### config.mk
export PLATFORM = sky130hd
export DESIGN_NAME = pipeline_ctrl_flat
export DESIGN_NICKNAME = d
export VERILOG_FILES = /design/src/rtl/pipeline_ctrl_if.sv /design/src/rtl/pipeline_ctrl.sv /design/src/flat_wrapper.sv
export SDC_FILE = /design/constraint.sdc
export NUM_CORES = 1
export LEC_CHECK = 0
export ABC_AREA = 1
export BUFFER_PORTS_ARGS = -buffer_cell sky130_fd_sc_hd__buf_2
export CORE_ASPECT_RATIO = 0.5
export CORE_UTILIZATION = 54
export DETAILED_ROUTE_END_ITERATION = 8
export GPL_TIMING_DRIVEN = 0
export HOLD_SLACK_MARGIN = 0.03
export PLACE_DENSITY = 0.84
export SYNTH_ARGS = -nofsm -noshare
export SYNTH_HDL_FRONTEND = slang
export SYNTH_SLANG_ARGS = --single-unit
export TNS_END_PERCENT = 10
### constraint.sdc
create_clock -name clk -period 4.9 [get_ports clk]
set_input_delay 0.49 -clock clk [delete_from_list [all_inputs] [get_ports clk]]
set_output_delay 0.49 -clock clk [all_outputs]
set_load 0.02 [all_outputs]
### src/rtl/pipeline_ctrl_if.sv
// Pipeline control bundle between the pipeline controller and its environment
// (hazard unit, data-memory port and the pipeline registers).
//
// Signals:
//   dHazard        data hazard from the hazard unit (load-use / operand not ready)
//   cHazard        taken branch resolved in ID
//   memReq         MEM-stage instruction needs data memory
//   memAck         data memory done, one-cycle pulse, load data valid same cycle
//   memStrobe      one-cycle request pulse to data memory
//   pcWrEnable .. memwbWrEnable  pipeline register write enables
//   ifidFlush      clear IF/ID to NOP on the next edge
//   idexFlush      insert a bubble into ID/EX on the next edge
//   memTimeout     sticky memory-timeout error flag
//   stallCycles    saturating count of stalled cycles
//
// Modports:
//   master  the controller side (drives strobe, enables, flushes, status)
//   slave   the environment side (drives hazards and the memory handshake)
interface pipeline_ctrl_if #(
    parameter int unsigned CNT_W = 32
);
    logic             dHazard;
    logic             cHazard;
    logic             memReq;
    logic             memAck;
    logic             memStrobe;
    logic             pcWrEnable;
    logic             ifidWrEnable;
    logic             idexWrEnable;
    logic             exmemWrEnable;
    logic             memwbWrEnable;
    logic             ifidFlush;
    logic             idexFlush;
    logic             memTimeout;
    logic [CNT_W-1:0] stallCycles;

    modport master (
        input  dHazard,
        input  cHazard,
        input  memReq,
        input  memAck,
        output memStrobe,
        output pcWrEnable,
        output ifidWrEnable,
        output idexWrEnable,
        output exmemWrEnable,
        output memwbWrEnable,
        output ifidFlush,
        output idexFlush,
        output memTimeout,
        output stallCycles
    );

    modport slave (
        output dHazard,
        output cHazard,
        output memReq,
        output memAck,
        input  memStrobe,
        input  pcWrEnable,
        input  ifidWrEnable,
        input  idexWrEnable,
        input  exmemWrEnable,
        input  memwbWrEnable,
        input  ifidFlush,
        input  idexFlush,
        input  memTimeout,
        input  stallCycles
    );
endinterface

### src/rtl/pipeline_ctrl.sv
// Five-stage pipeline controller.
//
// Sequences the pipeline register write-enables and flushes from the hazard
// unit's dHazard/cHazard and a multi-cycle data-memory request/ack handshake.
// The pipeline is frozen while a memory access is outstanding; a watchdog
// moves to a sticky error state if no ack arrives within TIMEOUT_CYCLES
// wait cycles. A saturating counter records stalled (pc held) cycles.
//
// Parameters:
//   TIMEOUT_CYCLES  max MEM_WAIT cycles without memAck before ERROR (>= 2)
//   CNT_W           width of stallCycles
//
// Ports:
//   clk   single clock, rising edge
//   rst   synchronous active-high reset
//   bus   pipeline_ctrl_if master modport (hazards, memory handshake,
//         pipeline enables/flushes, memTimeout, stallCycles)
module pipeline_ctrl #(
    parameter int unsigned TIMEOUT_CYCLES = 64,
    parameter int unsigned CNT_W          = 32
) (
    input logic            clk,
    input logic            rst,
    pipeline_ctrl_if.master bus
);

    localparam int unsigned WaitW = $clog2(TIMEOUT_CYCLES);
    localparam logic [WaitW-1:0] WaitLast = WaitW'(TIMEOUT_CYCLES - 1);

    typedef enum logic [1:0] {
        StRun,
        StMemWait,
        StError
    } state_e;

    state_e           state_q, state_d;
    logic [WaitW-1:0] wait_count_q, wait_count_d;
    logic             mem_timeout_q;
    logic [CNT_W-1:0] stall_cycles_q;

    logic mem_strobe;
    logic pc_we, ifid_we, idex_we, exmem_we, memwb_we;
    logic ifid_flush, idex_flush;

    // Next-state and combinational outputs.
    always_comb begin
        state_d      = state_q;
        wait_count_d = wait_count_q;
        mem_strobe   = 1'b0;
        pc_we        = 1'b0;
        ifid_we      = 1'b0;
        idex_we      = 1'b0;
        exmem_we     = 1'b0;
        memwb_we     = 1'b0;
        ifid_flush   = 1'b0;
        idex_flush   = 1'b0;

        if (rst) begin
            state_d      = StRun;
            wait_count_d = '0;
        end else begin
            unique case (state_q)
                StRun: begin
                    if (bus.memReq) begin
                        // Memory takes priority; hazards are re-evaluated after release.
                        mem_strobe   = 1'b1;
                        state_d      = StMemWait;
                        wait_count_d = '0;
                    end else if (bus.dHazard) begin
                        // Hold PC and IF/ID, bubble into ID/EX. A simultaneous
                        // cHazard is dropped: the branch used stale operands.
                        idex_we    = 1'b1;
                        idex_flush = 1'b1;
                        exmem_we   = 1'b1;
                        memwb_we   = 1'b1;
                    end else if (bus.cHazard) begin
                        pc_we      = 1'b1;
                        ifid_we    = 1'b1;
                        idex_we    = 1'b1;
                        exmem_we   = 1'b1;
                        memwb_we   = 1'b1;
                        ifid_flush = 1'b1;
                    end else begin
                        pc_we    = 1'b1;
                        ifid_we  = 1'b1;
                        idex_we  = 1'b1;
                        exmem_we = 1'b1;
                        memwb_we = 1'b1;
                    end
                end
                StMemWait: begin
                    if (bus.memAck) begin
                        // Ack wins even in the final allowed cycle; MEM/WB captures data.
                        pc_we    = 1'b1;
                        ifid_we  = 1'b1;
                        idex_we  = 1'b1;
                        exmem_we = 1'b1;
                        memwb_we = 1'b1;
                        state_d  = StRun;
                    end else if (wait_count_q == WaitLast) begin
                        state_d = StError;
                    end else begin
                        wait_count_d = wait_count_q + 1'b1;
                    end
                end
                StError: begin
                    // Frozen until reset.
                end
                default: begin
                    state_d = StRun;
                end
            endcase
        end
    end

    always_ff @(posedge clk) begin
        if (rst) begin
            state_q        <= StRun;
            wait_count_q   <= '0;
            mem_timeout_q  <= 1'b0;
            stall_cycles_q <= '0;
        end else begin
            state_q      <= state_d;
            wait_count_q <= wait_count_d;
            if (state_d == StError) begin
                mem_timeout_q <= 1'b1;
            end
            // ERROR cycles are not counted; the counter sticks at all-ones.
            if (state_q != StError && !pc_we && stall_cycles_q != {CNT_W{1'b1}}) begin
                stall_cycles_q <= stall_cycles_q + 1'b1;
            end
        end
    end

    assign bus.memStrobe     = mem_strobe;
    assign bus.pcWrEnable    = pc_we;
    assign bus.ifidWrEnable  = ifid_we;
    assign bus.idexWrEnable  = idex_we;
    assign bus.exmemWrEnable = exmem_we;
    assign bus.memwbWrEnable = memwb_we;
    assign bus.ifidFlush     = ifid_flush;
    assign bus.idexFlush     = idex_flush;
    assign bus.memTimeout    = mem_timeout_q;
    assign bus.stallCycles   = stall_cycles_q;

endmodule

### src/flat_wrapper.sv
// flat-port wrapper written by rule: the top's interface ports become plain ports
module pipeline_ctrl_flat 
#(
    parameter int unsigned TIMEOUT_CYCLES = 64,
    parameter int unsigned CNT_W          = 32
)
  (clk, rst, bus_dHazard, bus_cHazard, bus_memReq, bus_memAck, bus_memStrobe, bus_pcWrEnable, bus_ifidWrEnable, bus_idexWrEnable, bus_exmemWrEnable, bus_memwbWrEnable, bus_ifidFlush, bus_idexFlush, bus_memTimeout, bus_stallCycles);
  pipeline_ctrl_if #(.CNT_W(CNT_W)) bus_i ();
  input logic clk;
  input logic rst;
  input wire logic [$bits(bus_i.dHazard)-1:0] bus_dHazard;
  input wire logic [$bits(bus_i.cHazard)-1:0] bus_cHazard;
  input wire logic [$bits(bus_i.memReq)-1:0] bus_memReq;
  input wire logic [$bits(bus_i.memAck)-1:0] bus_memAck;
  output wire logic [$bits(bus_i.memStrobe)-1:0] bus_memStrobe;
  output wire logic [$bits(bus_i.pcWrEnable)-1:0] bus_pcWrEnable;
  output wire logic [$bits(bus_i.ifidWrEnable)-1:0] bus_ifidWrEnable;
  output wire logic [$bits(bus_i.idexWrEnable)-1:0] bus_idexWrEnable;
  output wire logic [$bits(bus_i.exmemWrEnable)-1:0] bus_exmemWrEnable;
  output wire logic [$bits(bus_i.memwbWrEnable)-1:0] bus_memwbWrEnable;
  output wire logic [$bits(bus_i.ifidFlush)-1:0] bus_ifidFlush;
  output wire logic [$bits(bus_i.idexFlush)-1:0] bus_idexFlush;
  output wire logic [$bits(bus_i.memTimeout)-1:0] bus_memTimeout;
  output wire logic [$bits(bus_i.stallCycles)-1:0] bus_stallCycles;
  assign bus_i.dHazard = bus_dHazard;
  assign bus_i.cHazard = bus_cHazard;
  assign bus_i.memReq = bus_memReq;
  assign bus_i.memAck = bus_memAck;
  assign bus_memStrobe = bus_i.memStrobe;
  assign bus_pcWrEnable = bus_i.pcWrEnable;
  assign bus_ifidWrEnable = bus_i.ifidWrEnable;
  assign bus_idexWrEnable = bus_i.idexWrEnable;
  assign bus_exmemWrEnable = bus_i.exmemWrEnable;
  assign bus_memwbWrEnable = bus_i.memwbWrEnable;
  assign bus_ifidFlush = bus_i.ifidFlush;
  assign bus_idexFlush = bus_i.idexFlush;
  assign bus_memTimeout = bus_i.memTimeout;
  assign bus_stallCycles = bus_i.stallCycles;
  pipeline_ctrl #(.TIMEOUT_CYCLES(TIMEOUT_CYCLES), .CNT_W(CNT_W)) u_core (.clk(clk), .rst(rst), .bus(bus_i));
endmodule
==> results.sh, run 1 <==
export IMPL_hold_viol=0
export IMPL_setup_worst_path_class="in2out"
export IMPL_die_area_um2=5159
export IMPL_max_cap_violations=0
export IMPL_insertion_delay_ps=290
export IMPL_netlist_cell_type_count=30
export IMPL_vias_per_cell=5.004
export IMPL_rows=17
export IMPL_cts_tree="built"
export IMPL_setup_ws_ps=2757
export IMPL_nFillCells=442
export IMPL_synth_edf_count=0
export IMPL_cpLargestDelayFamily="buffers and inverters"
export IMPL_hpwl_mm=4.827
export IMPL_crit_chain="buf_2, buf_1, a21oi_1, buf_4, buf_2"
export IMPL_p_leak_nw=1.265
export IMPL_vdd_drop_max_v=0.0001141
export IMPL_min_period_ps=2143
export IMPL_clkSinkCount=41
export IMPL_netlist_area_leader_share_pct=31.28
export IMPL_htreeDepth=2
export IMPL_dieHeight_um=51.29
export IMPL_synthFlopType="dfxtp_1"
export IMPL_ctsLongestPathBuffers=2
export IMPL_place_congestion=0.9728
export IMPL_wl_mm=6.146
export IMPL_area_growth_syn_to_layout_pct=14.54
export IMPL_final_common_cell="nand2_1"
export IMPL_ios=47
export IMPL_finalCritPeriodShare_pct=43.73
export IMPL_mostFrequentLayoutCells="169 x nand2_1, 70 x nor2_1, 49 x buf_2"
export IMPL_vias=2772
export IMPL_max_stage_delay_ps=470
export IMPL_port_buffers=45
export IMPL_outcome="completed"
export IMPL_worstMarginPinSlew_ps=575.6
export IMPL_drt_iter0_drc=144
export IMPL_track_usage_pct=25.63
export IMPL_start_kind="input port"
export IMPL_ant_nets=0
export IMPL_grt_first_pass_wirelength_mm=10.14
export IMPL_synth_fp_nets=445
export IMPL_rsz0062_at_grt="false"
export IMPL_wl_per_cell_um=11.09
export IMPL_yosysSeqAreaShare_pct=31.28
export IMPL_cts_hold_buf=0
export IMPL_drtPass1Iterations=5
export IMPL_drc_errors=0
export IMPL_synth_seq_cells=41
export IMPL_crit_required_ps=4410
export IMPL_core_um2=4531
export IMPL_fin_setup_tns_ps=0
export IMPL_final_net_count=497
export IMPL_cts_resized=0
export IMPL_slew_viol_final=0
export IMPL_cp_buffers_inverters=4
export IMPL_fmax_mhz=466.7
export IMPL_cts_setup_buffers=0
export IMPL_synthArstFlopShare_pct=0
export IMPL_synth_area_leaders="dfxtp_1 31%, nand2_1 24%, nor2_1 10%"
export IMPL_synth_area_per_cell_um2=6.004
export IMPL_die_w_um=100.6
export IMPL_end_kind="primary output"
export IMPL_antenna_found_initial=0
export IMPL_setup_viol=0
export IMPL_crit_top_cell="buf_2"
export IMPL_grt_pass1_vias=2234
export IMPL_grt_overflow=0
export IMPL_syn_area_um2=2624
export IMPL_relSlewSlack_pct=61.63
export IMPL_crit_fanout=10
export IMPL_worst_hold_path_type="reg2reg"
export IMPL_dp_slack_ps=2765
export IMPL_root_buffer="clkbuf_8"
export IMPL_diodes=0
export IMPL_start_util_pct=57.91
export IMPL_clkSlewWorstSetupHoldPaths_ps=70
export IMPL_drive_above_1_share_pct=17.21
export IMPL_power_density_nw_per_um2=203.7
export IMPL_yosys_warnings=0
export IMPL_clock_skew_ps=4.158
export IMPL_cts_buffers=5
export IMPL_grt_max_degree=12
export IMPL_worst_ep_arrival_time_ps=1650
export IMPL_syn_inst=437
export IMPL_synth_top_cell_by_area="dfxtp_1"
export IMPL_cp_slowest_cell="buf_1"
==> power breakdown <==
| part | switching, mW | internal [mW] | leakage [nW] |
|---|---|---|---|
| logic | 0.0445 | 0.0213 | 0.894 |
| clock network | 0.110 | 0.0937 | 0.0399 |
| registers | 0.00512 | 0.337 | 0.331 |
==> metrics by stage <==
step | instances | power, mW | utilization (%) | hold slack (ps) | instance area, um^2
after floorplan | 437 | 0.3971 | - | 423.1 | 2624
after global placement | 548 | 0.4152 | 64.71 | 433.0 | 2932
after detailed placement | 548 | 0.4162 | 64.71 | 440.4 | 2932
after CTS | 554 | 0.6180 | 66.34 | 450.7 | 3005
after global routing | 554 | 0.6390 | 66.34 | 482.4 | 3005
final | 554 | 0.6123 | 66.34 | 447.6 | 3005
==> area by class of cell <==
class	instances	area [um^2]	area share, %
multi-input cells	337	1546	51.46
flip-flops and latches	41	820.8	27.31
repair buffers	45	225.2	7.494
inverters	47	176.4	5.870
well taps	66	82.58	2.748
plain buffers	12	80.08	2.664
clock buffers	5	68.82	2.290
clock inverters	1	5.005	0.1665
==> cells by family after synthesis <==
family                   Yosys count  synth area share, %
buffers and inverters             59                9.776
AND/OR/NAND/NOR                  279                43.25
XOR/XNOR                          13                4.340
flip-flops                        41                31.28
adder cells (fa/ha/maj)            2               0.9536
AO/OA/AOI/OAI                     43                10.40
==> worst register-to-register path, delay by kind of cell, from the launching register on <==
family,cells,cell delay (ps)
adder cells (fa/ha/maj),1,230
flip-flops,1,400
AND/OR/NAND/NOR,6,750
buffers and inverters,3,330
AO/OA/AOI/OAI,1,150
==> worst paths after layout <==
check	start	slack (ps)	endpoint	cells past startpoint
worst max-delay path	rst	2760	bus_memwbWrEnable	5
worst min-delay path	u_core.wait_count_q[4]	450	u_core.wait_count_q[4]	2
worst max register to register	u_core.bus.stallCycles[0]	2980	u_core.bus.stallCycles[13]	11
worst min register to register	u_core.wait_count_q[4]	450	u_core.wait_count_q[4]	2
==> routing by layer <==
layer,vias up,part of all wire (%),global-route usage [%]
met4,0,1.0,6.280
met2,78,43,41.67
li1,1450,-,-
met3,7,7.8,6.293
met5,-,0,0
met1,1237,48,34.33
==> Yosys cell counts, drive strengths merged (2+ instances only) <==
cell    instances
nand4           7
xnor2           4
clkbuf          2
o21ai           5
inv            47
xor2            9
a21oi          34
buf            10
dfxtp          41
ha              2
nand3          21
nand2         174
nor2           75
==> registers in the layout, summed over array words and instances, names as in the netlist <==
| register | flops |
|---|---|
| u_core.bus.stallCycles | 32 |
| u_core.wait_count_q | 6 |
| u_core.state_q | 2 |
| u_core.bus.memTimeout | 1 |
Power figures use the tool's default switching activity.
==> run 2, diff against run 1 <==
--- a/config.mk
+++ b/config.mk
@@ -8,11 +8,11 @@
 export ABC_AREA = 1
 export BUFFER_PORTS_ARGS = -buffer_cell sky130_fd_sc_hd__buf_2
 export CORE_ASPECT_RATIO = 0.5
-export CORE_UTILIZATION = 54
+export CORE_UTILIZATION = 51
 export DETAILED_ROUTE_END_ITERATION = 8
 export GPL_TIMING_DRIVEN = 0
 export HOLD_SLACK_MARGIN = 0.03
-export PLACE_DENSITY = 0.84
+export PLACE_DENSITY = 0.83
 export SYNTH_ARGS = -nofsm -noshare
 export SYNTH_HDL_FRONTEND = slang
 export SYNTH_SLANG_ARGS = --single-unit
==> constraint.sdc (replaced) <==
create_clock -name clk -period 1.8 [get_ports clk]
set_input_delay 0.18 -clock clk [delete_from_list [all_inputs] [get_ports clk]]
set_output_delay 0.18 -clock clk [all_outputs]
set_load 0.02 [all_outputs]
==> results.sh, run 2 (synthesized netlist as in run 1, its figures left out) <==
export IMPL_crit_chain="ha_4, inv_1, nor2_4, nand2_4, nor2_4, nand2_4, nand2_4, inv_2, buf_4, nand2_1, a21oi_2"
export IMPL_crit_fanout=10
export IMPL_vdd_drop_max_v=0.0003815
export IMPL_hold_viol=0
export IMPL_nFillCells=463
export IMPL_ant_nets=0
export IMPL_core_um2=4932
export IMPL_drc_errors=0
export IMPL_htreeDepth=2
export IMPL_worst_hold_path_type="in2reg"
export IMPL_root_buffer="clkbuf_8"
export IMPL_ios=47
export IMPL_die_area_um2=5453
export IMPL_start_kind="register"
export IMPL_clock_skew_ps=10.69
export IMPL_rsz0062_at_grt="true"
export IMPL_cts_tree="built"
export IMPL_grt_pass1_vias=2340
export IMPL_setup_worst_path_class="reg2reg"
export IMPL_outcome="completed"
export IMPL_wl_mm=6.535
export IMPL_crit_required_ps=1970
export IMPL_slew_viol_final=0
export IMPL_relSlewSlack_pct=58.72
export IMPL_p_leak_nw=1.326
export IMPL_drtPass1Iterations=5
export IMPL_setup_viol=0
export IMPL_clkSinkCount=41
export IMPL_ff_latch_area_um2=843.3
export IMPL_fmax_mhz=583.5
export IMPL_mostFrequentLayoutCells="169 x nand2_1, 68 x nor2_1, 46 x buf_2"
export IMPL_port_buffers=45
export IMPL_hpwl_mm=4.855
export IMPL_fin_util_pct=63.60
export IMPL_dieHeight_um=52.72
export IMPL_drive_above_1_share_pct=22.31
export IMPL_drt_iter0_drc=160
export IMPL_cts_buffers=5
export IMPL_vias_per_cell=5.101
export IMPL_grt_max_degree=13
export IMPL_antenna_found_initial=0
export IMPL_clkSlewWorstSetupHoldPaths_ps=90
export IMPL_ctsLongestPathBuffers=2
export IMPL_final_common_cell="nand2_1"
export IMPL_power_density_nw_per_um2=594.5
export IMPL_cp_slowest_cell="dfxtp_2"
export IMPL_vias=2872
export IMPL_diodes=0
export IMPL_worst_ep_arrival_time_ps=1880
export IMPL_rows=18
export IMPL_multi_input_area_um2=1579
export IMPL_max_cap_violations=0
export IMPL_track_usage_pct=25.18
export IMPL_p_total_mw=1.865
export IMPL_wl_per_cell_um=11.61
export IMPL_crit_top_cell="nand2_4"
export IMPL_area_growth_syn_to_layout_pct=19.55
export IMPL_insertion_delay_ps=300
export IMPL_cts_hold_buf=0
export IMPL_final_net_count=501
export IMPL_worstMarginPinSlew_ps=619.2
export IMPL_grt_first_pass_wirelength_mm=10.29
export IMPL_min_period_ps=1714
export IMPL_end_kind="register"
export IMPL_start_util_pct=53.20
export IMPL_finalCritPeriodShare_pct=95.21
export IMPL_largest_register_ffs=32
export IMPL_place_congestion=0.9574
export IMPL_die_w_um=103.4
export IMPL_max_stage_delay_ps=390
export IMPL_grt_overflow=0
[run 2: timing repair]
item                                    in CTS  in global routing
resized for setup                            7                 24
setup buffers                                0                  4
pin swaps                                    0                  2
hold endpoints to repair                     0                  0
endpoints found under the setup margin      21                 22
[run 2: worst max-delay path, delay by kind of cell, from the launching register on]
kind,cells,cell delay (ps)
AO/OA/AOI/OAI,1,50
flip-flops,1,390
buffers and inverters,3,340
AND/OR/NAND/NOR,6,660
adder cells (fa/ha/maj),1,160
[run 2: per-stage QoR]
stage | instances | setup TNS [ps] | instance area, um^2 | setup slack (ps) | hold WS (ps)
after floorplan | 437 | 0 | 2624 | 0.4101 | 376.5
after global placement | 552 | -1025 | 2937 | -59.56 | 432.6
after detailed placement | 552 | -1665 | 2937 | -95.34 | 441.6
after CTS | 559 | 0 | 3058 | 14.83 | 192.4
after global routing | 563 | -66.46 | 3137 | -22.46 | 201.3
final | 563 | 0 | 3137 | 86.25 | 195.1
[run 2: layer usage]
metal	GRT usage, %	vias to the layer above	wire (um)
met5	0	-	0
met4	8.920	0	106
met3	6.000	13	570
met2	40.51	110	2940
met1	33.01	1287	2919
li1	-	1462	-
[run 2: cell type report]
class                      count  share of cell area [%]
sequential                    41                   26.88
tap                           70                   2.792
buffer                        12                   2.912
multi-input combinational    337                   50.34
clock buffer                   5                   2.194
clock inverter                 2                   1.117
inverter                      47                   5.624
timing repair buffer          49                   8.137
[run 2: where the power goes]
| part | switching [mW] | internal [mW] | total (mW) |
|---|---|---|---|
| clock network | 0.328 | 0.403 | 0.731 |
| registers | 0.0169 | 0.920 | 0.937 |
| logic | 0.127 | 0.0697 | 0.197 |
| total | 0.472 | 1.39 | 1.86 |
[run 2: final timing paths]
check | start | to | slack, ps | cells past startpoint
setup / recovery | u_core.bus.stallCycles[0] | u_core.bus.stallCycles[12] | 90 | 11
hold / removal | rst | u_core.bus.stallCycles[25] | 200 | 2
setup reg to reg | u_core.bus.stallCycles[0] | u_core.bus.stallCycles[12] | 90 | 11
hold reg to reg | u_core.wait_count_q[4] | u_core.wait_count_q[4] | 450 | 2
